==> src/rtl/spi_master.sv <==
// rtl/spi_master.sv - Mode-0 byte SPI master with burst chip-select hold
module spi_master #(
  parameter int CLK_DIV = 4,
  parameter int DATA_W  = 8
) (
  input  logic              clk,
  input  logic              rst,
  input  logic              start,
  input  logic              hold_cs,
  input  logic [DATA_W-1:0] tx_data,
  output logic              busy,
  output logic              done,
  output logic [DATA_W-1:0] rx_data,
  output logic              cs,
  output logic              sck,
  output logic              mosi,
  input  logic              miso
);

  localparam int DIV_W = (CLK_DIV > 1) ? $clog2(CLK_DIV) : 1;
  localparam int BIT_W = (DATA_W > 1) ? $clog2(DATA_W) : 1;
  localparam logic [DIV_W-1:0] DIV_LAST = DIV_W'(CLK_DIV - 1);
  localparam logic [BIT_W-1:0] BIT_LAST = BIT_W'(DATA_W - 1);

  typedef enum logic [2:0] {
    ST_IDLE, ST_SETUP, ST_HIGH, ST_LOW, ST_HOLD, ST_GAP
  } state_t;

  state_t            state_q, state_d;
  logic [DIV_W-1:0]  div_q, div_d;
  logic [BIT_W-1:0]  bit_q, bit_d;
  logic [DATA_W-1:0] tx_sh_q, tx_sh_d;
  logic [DATA_W-1:0] rx_sh_q, rx_sh_d;
  logic [DATA_W-1:0] rx_data_q, rx_data_d;
  logic              cs_q, cs_d;
  logic              sck_q, sck_d;
  logic              mosi_q, mosi_d;
  logic              busy_q, busy_d;
  logic              done_q, done_d;
  logic              phase_end;

  assign phase_end = (div_q == DIV_LAST);

  always_comb begin
    state_d   = state_q;
    div_d     = phase_end ? '0 : div_q + 1'b1;
    bit_d     = bit_q;
    tx_sh_d   = tx_sh_q;
    rx_sh_d   = rx_sh_q;
    rx_data_d = rx_data_q;
    cs_d      = cs_q;
    sck_d     = sck_q;
    mosi_d    = mosi_q;
    busy_d    = busy_q;
    done_d    = 1'b0;

    case (state_q)
      ST_IDLE, ST_HOLD: begin
        div_d = '0;
        if (start) begin
          tx_sh_d = tx_data;
          mosi_d  = tx_data[DATA_W-1];
          cs_d    = 1'b0;
          busy_d  = 1'b1;
          bit_d   = '0;
          state_d = ST_SETUP;
        end else if (state_q == ST_HOLD && !hold_cs) begin
          cs_d    = 1'b1;
          busy_d  = 1'b1;
          state_d = ST_GAP;
        end
      end
      ST_SETUP: begin
        if (phase_end) begin
          sck_d   = 1'b1;
          state_d = ST_HIGH;
        end
      end
      ST_HIGH: begin
        if (phase_end) begin
          rx_sh_d = {rx_sh_q[DATA_W-2:0], miso};
          sck_d   = 1'b0;
          state_d = ST_LOW;
          // the last bit stays on mosi through the final low phase
          if (bit_q != BIT_LAST) begin
            tx_sh_d = tx_sh_q << 1;
            mosi_d  = tx_sh_q[DATA_W-2];
          end
        end
      end
      ST_LOW: begin
        if (phase_end) begin
          if (bit_q == BIT_LAST) begin
            done_d    = 1'b1;
            rx_data_d = rx_sh_q;
            if (hold_cs) begin
              busy_d  = 1'b0;
              state_d = ST_HOLD;
            end else begin
              cs_d    = 1'b1;
              state_d = ST_GAP;
            end
          end else begin
            bit_d   = bit_q + 1'b1;
            sck_d   = 1'b1;
            state_d = ST_HIGH;
          end
        end
      end
      ST_GAP: begin
        if (phase_end) begin
          busy_d  = 1'b0;
          state_d = ST_IDLE;
        end
      end
      default: begin
        state_d = ST_IDLE;
        cs_d    = 1'b1;
        sck_d   = 1'b0;
        busy_d  = 1'b0;
      end
    endcase
  end

  always_ff @(posedge clk or negedge rst) begin
    if (!rst) begin
      state_q   <= ST_IDLE;
      div_q     <= '0;
      bit_q     <= '0;
      tx_sh_q   <= '0;
      rx_sh_q   <= '0;
      rx_data_q <= '0;
      cs_q      <= 1'b1;
      sck_q     <= 1'b0;
      mosi_q    <= 1'b0;
      busy_q    <= 1'b0;
      done_q    <= 1'b0;
    end else begin
      state_q   <= state_d;
      div_q     <= div_d;
      bit_q     <= bit_d;
      tx_sh_q   <= tx_sh_d;
      rx_sh_q   <= rx_sh_d;
      rx_data_q <= rx_data_d;
      cs_q      <= cs_d;
      sck_q     <= sck_d;
      mosi_q    <= mosi_d;
      busy_q    <= busy_d;
      done_q    <= done_d;
    end
  end

  assign busy    = busy_q;
  assign done    = done_q;
  assign rx_data = rx_data_q;
  assign cs      = cs_q;
  assign sck     = sck_q;
  assign mosi    = mosi_q;

endmodule

==> config.mk <==
export PLATFORM = sky130hd
export DESIGN_NAME = spi_master
export DESIGN_NICKNAME = d
export VERILOG_FILES = /design/src/rtl/spi_master.sv
export SDC_FILE = /design/constraint.sdc
export NUM_CORES = 1
export LEC_CHECK = 0
export BUFFER_PORTS_ARGS = -buffer_cell sky130_fd_sc_hd__buf_4
export CORE_MARGIN = 4
export CORE_UTILIZATION = 40
export DETAILED_ROUTE_END_ITERATION = 6
export HOLD_SLACK_MARGIN = 0.03
export PLACE_DENSITY = 0.64
export SLEW_MARGIN = 10
export SYNTH_ARGS = -nofsm -noshare
export SYNTH_HDL_FRONTEND = slang
export SYNTH_SLANG_ARGS = --single-unit
==> constraint.sdc <==
create_clock -name clk -period 2.3 [get_ports clk]
set_input_delay 0.345 -clock clk [delete_from_list [all_inputs] [get_ports clk]]
set_output_delay 0.345 -clock clk [all_outputs]
set_load 0.05 [all_outputs]
== Word-level counts from Yosys, hierarchy flattened ==
Cells that the tools add are included.
Widths: inputs -> output; s select.
Word-level totals
  register bits after elaboration: 36
  output and inout bits: 13
  logic and storage cells: 94
Cells by class
  $add $sub $neg: 2
  equal/unequal tests: 19
  muxes and demuxes: 42
  bitwise operators: 3
  reductions and logical operators: 17
Operators with widths (count)
  $mux 3: 10
  $mux 7: 3
  $mux 1: 20
  $ne 2x2->1 const B: 10
  $pmux 3 s5: 1
  $reduce_and 5->1: 3
  $pmux 7 s2: 1
  $eq 3x3->1 const B: 3
  $pmux 1 s4: 2
  $reduce_and 4->1: 2
  $eq 3x2->1 const B: 2
  $ne 3x3->1 const B: 2
  $pmux 3 s2: 1
  $reduce_and 6->1: 1
  $reduce_or 3->1: 2
  $mux 2: 2
  $reduce_bool 2->1: 2
  $reduce_or 2->1: 2
  $add 3x1->3 const B: 1
  $eq 3x1->1 const B: 1
  $logic_not 3->1: 1
  $not 1->1: 3
  $pmux 1 s3: 1
  $reduce_and 3->1: 1
  other kinds (6): 6

== Depth between registers and ports, before layout ==
Gate-level depths: netlist of run 1.
  word-level depth: 5
  depth in mapped cells: 7

== Least setup slack after synthesis of run 1 ==
Ideal clock, no wire load.
  path kind: register -> register
  from: register bit_q[0]
  to: register mosi_q, in the netlist mosi
  library setup time: 0.077 ns
  arrival: 1.582 ns
  required time: 2.223 ns
  path slack: 0.641 ns
  cell stages (with the launch flop): 8
  buffers on the path: 1
  clock period less this slack: 1.659 ns
  cells stage by stage: dfrtp_1 -> ha_1 -> ha_1 -> nand4bb_1 -> a21oi_2 -> buf_2 -> nor2_1 -> a21oi_1
Between the ends
  word-level cells in the longest chain between the ends: 3
RTL lines
  from (decl): RTL line 31  | logic [BIT_W-1:0] bit_q, bit_d;
  from (signal assigned): RTL line 141  | bit_q <= bit_d;
  $ne 3x3->1: RTL line 85  | if (bit_q != BIT_LAST) begin
  $ne 2x2->1 (no line)
  $reduce_and 4->1 (no line)
  to (signal assigned): RTL line 147  | mosi_q <= mosi_d;
  to (decl): RTL line 37  | logic mosi_q, mosi_d;
No other way between the ends.
A chain may end at the register's enable or synchronous reset.

== Final worst setup path of run 1 ==
Ends and elaborated chain as after synthesis.

==> results.txt, run 1 <==
----------------------------------------------------
[Placement]
  Port Buffers ... 25
  HPWL after detailed placement ... ~2200 um
  Final weighted congestion in routability-driven placement ... roughly 0.80

[Logic synthesis]
  Share of synthesized area occupied by flip-flops and latches ... a little over half
  Synthesized flop and latch total ... 36
  Synthesized area per cell ... 12.4 um^2
  Fraction of the mapped netlist area in simple logic gates ... around an eighth
  Main combinational cell family by area after synthesis ... multiplexers
  Post-synthesis adder-cell area fraction ... under 10%
  Xor and xnor fraction of the mapped netlist area ... 0%
  Post-Synthesis Net Count ... 156
  Post-synthesis instance area ... about 0.0017 mm^2
  Leading post-synthesis cells by cell area ... sky130_fd_sc_hd__dfrtp_1, sky130_fd_sc_hd__mux2_2, sky130_fd_sc_hd__mux2i_1
  Multiplexer share of the synthesized area ... between 10% and 20%
  Distinct cell type count of the synthesized netlist ... 39
  Portion of synthesized cell area occupied by the leading cell type ... around half
  Compound-cell area share of the yosys netlist ... between 10 and 15%
  Post-synthesis cell type with the largest combined area ... sky130_fd_sc_hd__dfrtp_1
  Cells after synthesis ... 140
  Synth warnings ... 0

[CTS]
  Number of buffers created by CTS ... 5
  Setup Fix Bufs, Post-CTS ... 0
  Clock transition at the registers of the reported paths ... around 70 ps
  H-tree levels ... 2
  Latest clock arrival within the worst-skew pair ... around 280 ps
  CTS tree ... done
  CTS max path bufs ... 2
  CTS root buffer ... sky130_fd_sc_hd__clkbuf_8
  Number of clock sinks ... 36

[Final layout]
  Area of the multi-input gates ... about 760 um^2
  Reg area ... about 900 um^2
  Final net count ... between 150 and 200
  Count of antenna diodes in the layout ... 0
  Syn-to-layout area delta ... 17.9%
  Layout filler cell count ... ~390
  Proportion of layout cells with a drive suffix above 1 ... 39.1%

[Route]
  Drc violations ... 0
  Drt total wl ... between 3000 and 4000 um
  Iter 0 DRT Violations ... 35
  Number of vias per cell ... between 5 and 6
  Number of vias in the routed layout ... approximately 1100
  Pre-antenna DRT Iters ... 4
  Post-DR wirelength/cell ... 14.0 um
  Antenna Nets Post-Route ... 0

[Die]
  Std-Cell Rows ... 23
  Area of the die ... 0.00544 mm^2
  Horizontal extent of the die ... 73.8 um
  Core area ... 0.00409 mm^2
  Initial cell density of the core ... 42.3%
  Die extent in y ... roughly 74 um
  I/O Pins ... 26

[Worst hold path]
  Worst min-delay path class ... input pin to register
  Instance count along the most critical hold path ... 2

[Run status]
  Status ... finished clean

[Timing]
  Worst relative slew slack ... between 60% and 70%
  Setup violators final ... 0
  Final cycle utilization of the critical path ... approximately four fifths
  Slew at the pin with the worst max-slew slack ... 564 ps
  Min Clock Period, post-route ... roughly 1900 ps
  Final slew viol count ... 0
  Setup TNS after final layout ... 0 ps
  RSZ-0062 raised after global routing ... false
  Final Hold Violating Endpoints ... 0
  Peak Freq ... ~540 MHz
  Worst setup skew after layout ... ~3.7 ps

[Worst setup path]
  Setup slack of the worst register-to-register path ... 440 ps
  Type of the worst setup path ... register to register
  Crit. End Element ... register
  Critical Path Start Type ... register
  Worst Path Arrival ... ~2100 ps
  Critical Path Fanout Max ... 15
  Depth of the worst register-to-register path ... 6
  Req. time, crit path ... 2510 ps

[Pwr]
  Power per cell area ... about 1100 mW/mm^2
  Max IR drop VDD ... around 0.53 mV
  Leakage ... 0.957 nW
  PnR Total Power ... 2.19 mW

[Global routing]
  Maximum number of pins on one net before global-route repair ... 37
  Initial antenna violation count ... 0
  Global-route wire length before repair ... 5420 um
  GRT Total Usage ... 13.1%
  Total congestion overflow after global routing ... 0
  Number of global-route vias before repair ... around 1200

[Flow run]
  Max-cap viol count ... 0

----------------------------------------------------
-- metal layers --
metal	vias up	part of all wire (%)	GRT usage, %
met2	20	49	21.2
met5	-	0	0
met1	557	44	16.0
li1	552	-	-
met4	0	2.0	5.43
met3	6	4.5	4.10
-- metrics by stage --
step | cells | hold WS (ps) | cell area (um^2) | setup WS, ps | util (%)
final | 219 | 289 | 2040 | 437 | 49.9
after global routing | 219 | 278 | 2040 | 224 | 49.9
after CTS | 219 | 279 | 2040 | 416 | 49.9
after detailed placement | 210 | 330 | 1940 | 424 | 47.4
after global placement | 210 | 322 | 1940 | 529 | 47.4
after floorplan | 140 | 49.4 | 1730 | 641 | -
-- synth_stat cells, drive strengths merged --
library cell / instances
nor3: 2
mux2: 21
dfrtp: 35
nand2: 9
and2: 1
o32a: 1
nand3: 2
o21ai: 5
nor3b: 2
nand2b: 4
nor2: 13
o31a: 1
o211a: 1
o2111ai: 1
nand3b: 1
and2b: 1
a32o: 1
inv: 3
nand4bb: 1
buf: 6
mux2i: 9
o22ai: 1
o21bai: 1
o31ai: 1
ha: 3
dfstp: 1
nor2b: 1
a221oi: 1
a21oi: 11
-- critical path, cell delays in order (launching register included) --
cell                        delay [ps]
sky130_fd_sc_hd__dfrtp_1           400
sky130_fd_sc_hd__ha_1              210
sky130_fd_sc_hd__ha_1              240
sky130_fd_sc_hd__nand4bb_1         220
sky130_fd_sc_hd__a21oi_2           500
sky130_fd_sc_hd__nor2_1             90
sky130_fd_sc_hd__a21oi_1           140
-- worst paths after layout --
| kind | end | start |
|---|---|---|
| worst max-delay path | mosi | bit_q[0] |
| worst min-delay path | rx_sh_q[0] | miso |
| worst max register to register | mosi | bit_q[0] |
| worst min register to register | div_q[0] | div_q[0] |
| max in group asynchronous | cs | rst |
| min in group asynchronous | div_q[0] | rst |
-- layout make-up --
cell class / count / share of cell area (%)
multi-input combinational: 95 / 37.4
clock inverter: 1 / 0.368
sequential: 36 / 44.2
clock buffer: 7 / 4.23
tap: 50 / 3.07
inverter: 3 / 0.675
timing repair buffer: 27 / 10.1
-- flip-flops by register name (all words and copies together), names as in the netlist --
| register | count |
|---|---|
| state_q | 3 |
| bit_q | 3 |
| div_q | 2 |
| cs | 1 |
| rx_data | 8 |
| rx_sh_q | 8 |
| mosi | 1 |
| tx_sh_q | 7 |
| busy | 1 |
| done | 1 |
| sck | 1 |
-- cell usage in the layout, fill, tap and decap left out, drive strengths merged, types with 3 or more instances in the layout --
cell type / Yosys / final
nor2: 13 / 13
mux2: 21 / 21
dfrtp: 35 / 35
ha: 3 / 3
nand2: 9 / 9
a21oi: 11 / 11
clkbuf: 0 / 7
mux2i: 9 / 9
inv: 3 / 3
nand2b: 4 / 4
o21ai: 5 / 5
buf: 6 / 26
-- where the power goes --
| group | internal [mW] | leakage (nW) | switching [mW] | total [mW] |
|---|---|---|---|---|
| logic | 0.350 | 0.452 | 0.435 | 0.785 |
| clock network | 0.243 | 0.0445 | 0.212 | 0.455 |
| registers | 0.793 | 0.461 | 0.162 | 0.954 |
| total | 1.39 | 0.957 | 0.808 | 2.19 |
-- kinds of logic (layout without fill, tap and decap cells) --
kind of cell,Yosys count,count (layout)
AO/OA/AOI/OAI,25,25
adder cells (fa/ha/maj),3,3
buffers and inverters,9,38
flip-flops,36,36
multiplexers,30,30
AND/OR/NAND/NOR,37,37
-- repair_timing --
action / 4_1_cts / 5_1_grt
resized for setup: 0 / 0
setup endpoints to repair: 0 / 0
hold buffers: 1 / 0
hold endpoints to repair: 35 / 0
Note: power is estimated with default switching activity, not from simulation.
==> run 2, diff against run 1 <==
clock period = 1.9 ns   (was 2.3 ns; I/O delays follow)
==> run 2 against run 1 <==
Compared with the run above: fmax grew 5.2%; global-route usage increased by 0.33 points; combinational power increased by 39%; design area rose by 2.8%; clock skew rose by 1.7 ps; wire length grew 8.6%; sequential power is 17% higher; clock-buffer cell count stayed put; final cell count is 3.2% higher; sequential share of layout area down 1.2 points; critical endpoint is now rx_sh_q[6].
==> results.txt, run 2 (synthesized netlist as in run 1, its figures left out) <==
----------------------------------------------------
[Worst setup path]
  FF-to-FF End ... rx_sh_q[6]
  Critical Path Start Type ... register
  Req. time, crit path ... between 2000 and 2500 ps
  Worst Path Arrival ... approximately 1900 ps
  Cell family with the largest share of critical-path delay ... simple AND/OR/NAND/NOR gates
  Type of the worst setup path ... register to register
  Slowest cell on the critical path ... sky130_fd_sc_hd__nor2_2
  Startpoint of the worst setup timing path ... div_q[1]
  RR Startpoint ... div_q[1]
  Crit path buf inv count ... 0
  Count of cell instances traversed by the critical path ... 4
  Crit. End Element ... register
  Depth of the worst register-to-register path ... 4
  Critical Path Fanout Max ... 9
  Longest individual stage delay on the worst path ... about 400 ps
  Capture point of the worst path ... rx_sh_q[6]
  Cells along the critical path ... ha_1, nand2_2, nor2_2, mux2_2
  Setup slack of the worst register-to-register path ... 130 ps

[Final layout]
  Most common cell after layout, fill and taps aside ... sky130_fd_sc_hd__dfrtp_1
  Syn-to-layout area delta ... 21.2%
  Proportion of layout cells with a drive suffix above 1 ... a little over two fifths
  Count of antenna diodes in the layout ... 0
  Final Instance Count excl. Fillers ... approximately 230
  Final net count ... roughly 190
  Reg area ... about 900 um^2
  Area of the multi-input gates ... a little under 800 um^2
  Layout filler cell count ... ~360
  Commonest non-fill, non-tap cells in the layout ... sky130_fd_sc_hd__dfrtp_1, sky130_fd_sc_hd__buf_4, sky130_fd_sc_hd__mux2_2, sky130_fd_sc_hd__nor2_1, sky130_fd_sc_hd__a21oi_1

[Pwr]
  Leakage ... 0.988 nW
  Power per cell area ... between 1000 and 1500 mW/mm^2
  Max IR drop VDD ... 0.637 mV

[Global routing]
  Total congestion overflow after global routing ... 0
  Global-route wire length before repair ... 5580 um
  Maximum number of pins on one net before global-route repair ... 37
  Initial antenna violation count ... 0
  GRT Total Usage ... a little over an eighth
  Number of global-route vias before repair ... approximately 1200

[CTS]
  Number of buffers created by CTS ... 5
  Number of clock sinks ... 36
  Clock transition at the registers of the reported paths ... approximately 70 ps
  H-tree levels ... 2
  CTS tree ... done
  CTS max path bufs ... 2
  CTS root buffer ... sky130_fd_sc_hd__clkbuf_8
  Latest clock arrival within the worst-skew pair ... roughly 290 ps

[Worst hold path]
  Worst min-delay path class ... input pin to register
  Startpoint of the lowest-slack hold path ... miso

[Die]
  Std-Cell Rows ... 23
  I/O Pins ... 26
  Core area ... approximately 0.0041 mm^2
  Horizontal extent of the die ... about 74 um
  Area of the die ... 0.00544 mm^2
  Initial cell density of the core ... between 40% and 50%
  Die extent in y ... between 70 and 80 um

[Timing]
  Final cycle utilization of the critical path ... between 90 and 100%
  Final slew viol count ... 0
  Min Clock Period, post-route ... between 1500 and 2000 ps
  Setup violators final ... 0
  RSZ-0062 raised after global routing ... false
  Peak Freq ... between 500 and 600 MHz
  Worst relative slew slack ... between 60 and 70%
  Worst setup skew after layout ... about 5.4 ps
  Setup TNS after final layout ... 0 ps
  Final Hold Violating Endpoints ... 0
  Slew at the pin with the worst max-slew slack ... about 460 ps

[Route]
  Iter 0 DRT Violations ... 28
  Drc violations ... 0
  Number of vias per cell ... a little over 5
  Post-DR wirelength/cell ... between 10 and 15 um
  Drt total wl ... 3330 um
  Number of vias in the routed layout ... roughly 1200
  Antenna Nets Post-Route ... 0
  Pre-antenna DRT Iters ... 4

[Placement]
  Number of placed instances, taps included ... between 200 and 250
  Port Buffers ... 25
  HPWL after detailed placement ... 2360 um
  Final weighted congestion in routability-driven placement ... about 0.83

[Flow run]
  Max-cap viol count ... 0

[Run status]
  Status ... finished clean

----------------------------------------------------
run 2: cell types whose count changed in the layout (fill, tap and decap cells not counted):
| cell | previous run | this run |
|---|---|---|
| sky130_fd_sc_hd__buf_4 | 26 | 32 |
| sky130_fd_sc_hd__nor2_2 | 2 | 3 |
| sky130_fd_sc_hd__nand3_2 | 0 | 1 |
| sky130_fd_sc_hd__nand3_1 | 2 | 1 |
run 2: power breakdown:
part / switching [mW] / internal (mW) / leakage [nW] / total, mW
registers: 0.164 / 0.960 / 0.461 / 1.12
clock network: 0.270 / 0.295 / 0.0445 / 0.564
logic: 0.598 / 0.488 / 0.483 / 1.09
total: 1.03 / 1.74 / 0.988 / 2.77
run 2: worst min path at each step:
stage          slack (ps)    endpoint  cells after the start
3_5_place_dp          270  tx_sh_q[0]                      1
5_1_grt               220  rx_sh_q[0]                      2
2_1_floorplan         -10    bit_q[0]                      0
3_3_place_gp          260  tx_sh_q[0]                      1
6_report              230  rx_sh_q[0]                      2
4_1_cts               220  tx_sh_q[0]                      3
run 2: area by class of cell:
cell class	count	area share [%]
well taps	50	2.99
inverters	3	0.657
clock buffers	7	4.12
multi-input cells	96	36.9
clock inverters	1	0.358
repair buffers	33	11.9
flip-flops and latches	36	43.0
run 2: timing repair:
action / in CTS / in global routing
gates resized for setup: 0 / 1
endpoints found under the hold margin: 35 / 0
endpoints found under the setup margin: 0 / 8
hold buffers: 1 / 0
setup buffers: 0 / 1
run 2: stage by stage:
stage / instance area (um^2) / utilization, % / power [mW] / setup WS [ps] / hold WS [ps]
after floorplan: 1730 / - / 1.95 / 241 / -10.6
after global placement: 1970 / 48.3 / 2.19 / 118 / 263
after global routing: 2100 / 51.3 / 2.97 / 13.6 / 223
after CTS: 2080 / 50.8 / 2.79 / 66.6 / 220
after detailed placement: 1970 / 48.3 / 2.22 / 75.8 / 269
final: 2100 / 51.3 / 2.77 / 129 / 232
run 2: layer usage:
layer,up-vias,part of all wire [%],GRT usage [%]
li1,571,-,-
met1,553,45,17.3
met2,26,49,21.0
met3,4,5.5,4.65
met4,0,1.1,4.23
met5,-,0,0
run 2: worst reg2reg max path: cells and delay by family, from the launching register on:
kind | cells | cell delay, ps
multiplexers | 1 | 390
adder cells (fa/ha/maj) | 1 | 340
AND/OR/NAND/NOR | 2 | 570
flip-flops | 1 | 350
==> run 3, diff against run 2 <==
ABC_CLOCK_PERIOD_IN_PS = 1900   (was not set)
CTS_BUF_LIST = sky130_fd_sc_hd__clkbuf_4 sky130_fd_sc_hd__clkbuf_8 sky130_fd_sc_hd__clkbuf_16   (was not set)
==> run 3 against run 2 <==
Compared with the run above: fmax unchanged; wire length about the same; final cell count is the same; worst hold slack about the same; first-iteration DRC count did not move; global-route usage unchanged; clock skew hardly changed; total power is 0.51% higher; core utilization rose by 0.092 points; clock power grew 3%.
==> results.txt, run 3 (synthesized netlist as in run 1, its figures left out) <==
----------------------------------------------------
[CTS]
  Latest clock arrival within the worst-skew pair ... around 290 ps
  CTS root buffer ... sky130_fd_sc_hd__clkbuf_8
  H-tree levels ... 2
  Number of buffers created by CTS ... 5
  CTS max path bufs ... 2
  Clock transition at the registers of the reported paths ... ~70 ps
  CTS tree ... done
  Number of clock sinks ... 36

[Timing]
  Worst setup skew after layout ... roughly 5.4 ps
  Slew at the pin with the worst max-slew slack ... 459 ps
  Setup TNS after final layout ... 0 ps
  Final slew viol count ... 0
  Final Hold Violating Endpoints ... 0
  Final cycle utilization of the critical path ... between 90% and 100%
  Peak Freq ... about 560 MHz
  RSZ-0062 raised after global routing ... false
  Worst relative slew slack ... ~69%
  Setup violators final ... 0
  Min Clock Period, post-route ... 1770 ps

[Worst setup path]
  Critical Path Start Type ... register
  Type of the worst setup path ... register to register
  Req. time, crit path ... ~2100 ps
  Cells along the critical path ... ha_1, nand2_2, nor2_2, mux2_2
  Worst Path Arrival ... about 1900 ps
  FF-to-FF End ... rx_sh_q[6]
  Cell family with the largest share of critical-path delay ... simple AND/OR/NAND/NOR gates
  Critical Path Fanout Max ... 9
  Depth of the worst register-to-register path ... 4
  Setup slack of the worst register-to-register path ... ~130 ps
  Crit. End Element ... register
  Slowest cell on the critical path ... sky130_fd_sc_hd__nor2_2
  Crit path buf inv count ... 0
  RR Startpoint ... div_q[1]
  Longest individual stage delay on the worst path ... between 300 and 400 ps

[Global routing]
  Global-route wire length before repair ... between 5000 and 6000 um
  Maximum number of pins on one net before global-route repair ... 37
  Initial antenna violation count ... 0
  Total congestion overflow after global routing ... 0
  Number of global-route vias before repair ... 1176
  GRT Total Usage ... 13.4%

[Final layout]
  Count of antenna diodes in the layout ... 0
  Syn-to-layout area delta ... 21.4%
  Most common cell after layout, fill and taps aside ... sky130_fd_sc_hd__dfrtp_1
  Proportion of layout cells with a drive suffix above 1 ... 42.6%
  Commonest non-fill, non-tap cells in the layout ... sky130_fd_sc_hd__dfrtp_1, sky130_fd_sc_hd__buf_4, sky130_fd_sc_hd__mux2_2, sky130_fd_sc_hd__nor2_1, sky130_fd_sc_hd__a21oi_1
  Final net count ... between 150 and 200
  Layout filler cell count ... roughly 360
  Fraction of the core area covered by cells at the end of the flow ... 51.4%

[Placement]
  Final weighted congestion in routability-driven placement ... between 0.8 and 0.9
  Port Buffers ... 25
  HPWL after detailed placement ... roughly 2400 um

[Worst hold path]
  Startpoint of the lowest-slack hold path ... miso
  Worst hold path endpoint ... rx_sh_q[0]
  Instance count along the most critical hold path ... 2
  Worst min-delay path class ... input pin to register

[Die]
  Area of the die ... ~0.0054 mm^2
  Std-Cell Rows ... 23
  Initial cell density of the core ... 42.3%
  Core area ... between 0.004 and 0.005 mm^2
  Horizontal extent of the die ... between 70 and 80 um
  I/O Pins ... 26
  Die extent in y ... 73.8 um

[Pwr]
  PnR Total Power ... approximately 2.8 mW
  Leakage ... about 1 nW
  Max IR drop VDD ... roughly 0.64 mV
  Power per cell area ... between 1000 and 1500 mW/mm^2

[Route]
  Number of vias per cell ... approximately 5.1
  Pre-antenna DRT Iters ... 4
  Iter 0 DRT Violations ... 28
  Drt total wl ... roughly 3300 um
  Drc violations ... 0
  Post-DR wirelength/cell ... about 15 um
  Antenna Nets Post-Route ... 0
  Number of vias in the routed layout ... ~1200

[Run status]
  Status ... finished clean

[Flow run]
  Max-cap viol count ... 0

----------------------------------------------------
-- run 3: worst max-delay path by stage --
| stage | start | end | slack (ps) | depth (start not counted) |
|---|---|---|---|---|
| CTS | bit_q[0] | rx_data[0] | 70 | 5 |
| detailed placement | bit_q[0] | rx_data[0] | 80 | 5 |
| floorplan | bit_q[0] | mosi | 240 | 7 |
| global route | div_q[0] | rx_sh_q[6] | 10 | 4 |
| global placement | bit_q[0] | rx_data[3] | 120 | 5 |
| finish | div_q[1] | rx_sh_q[6] | 130 | 4 |
-- run 3: final cells by class --
type / count / area, um^2 / area share (%)
clock buffer: 7 / 90.1 / 4.29
clock inverter: 1 / 7.51 / 0.358
inverter: 3 / 13.8 / 0.656
multi-input combinational: 96 / 773 / 36.8
sequential: 36 / 902 / 43.0
tap: 50 / 62.6 / 2.98
timing repair buffer: 33 / 250 / 11.9
-- run 3: stage by stage --
stage / instances / hold slack [ps] / setup WS, ps / area (um^2)
2_1_floorplan: 140 / -10.6 / 241 / 1730
3_3_place_gp: 215 / 263 / 118 / 1970
3_5_place_dp: 215 / 269 / 75.8 / 1970
4_1_cts: 224 / 220 / 66.6 / 2080
5_1_grt: 226 / 223 / 13.6 / 2100
6_report: 226 / 232 / 129 / 2100
-- run 3: metal layers --
metal  routed length [um]  global-route usage, %
met5                    0                      0
met2                 1620                   21.0
met4                   38                   4.23
met3                  184                   4.65
met1                 1490                   17.3
-- run 3: worst reg2reg max path, cell delays in order (launching register included) --
cell                      delay, ps
sky130_fd_sc_hd__dfrtp_1        350
sky130_fd_sc_hd__ha_1           340
sky130_fd_sc_hd__nand2_2        180
sky130_fd_sc_hd__nor2_2         390
sky130_fd_sc_hd__mux2_2         390
-- run 3: repair_timing --
action | in CTS | in global routing
setup buffers | 0 | 1
hold buffers | 1 | 0
endpoints found under the setup margin | 0 | 8
resized for setup | 0 | 1
endpoints found under the hold margin | 35 | 0
-- run 3: where the power goes --
group | total (mW) | internal (mW) | switching (mW) | leakage, nW
Clock | 0.579 | 0.309 | 0.270 | 0.0479
Sequential | 1.12 | 0.960 | 0.164 | 0.461
Combinational | 1.09 | 0.488 | 0.598 | 0.483
Total | 2.79 | 1.76 | 1.03 | 0.992
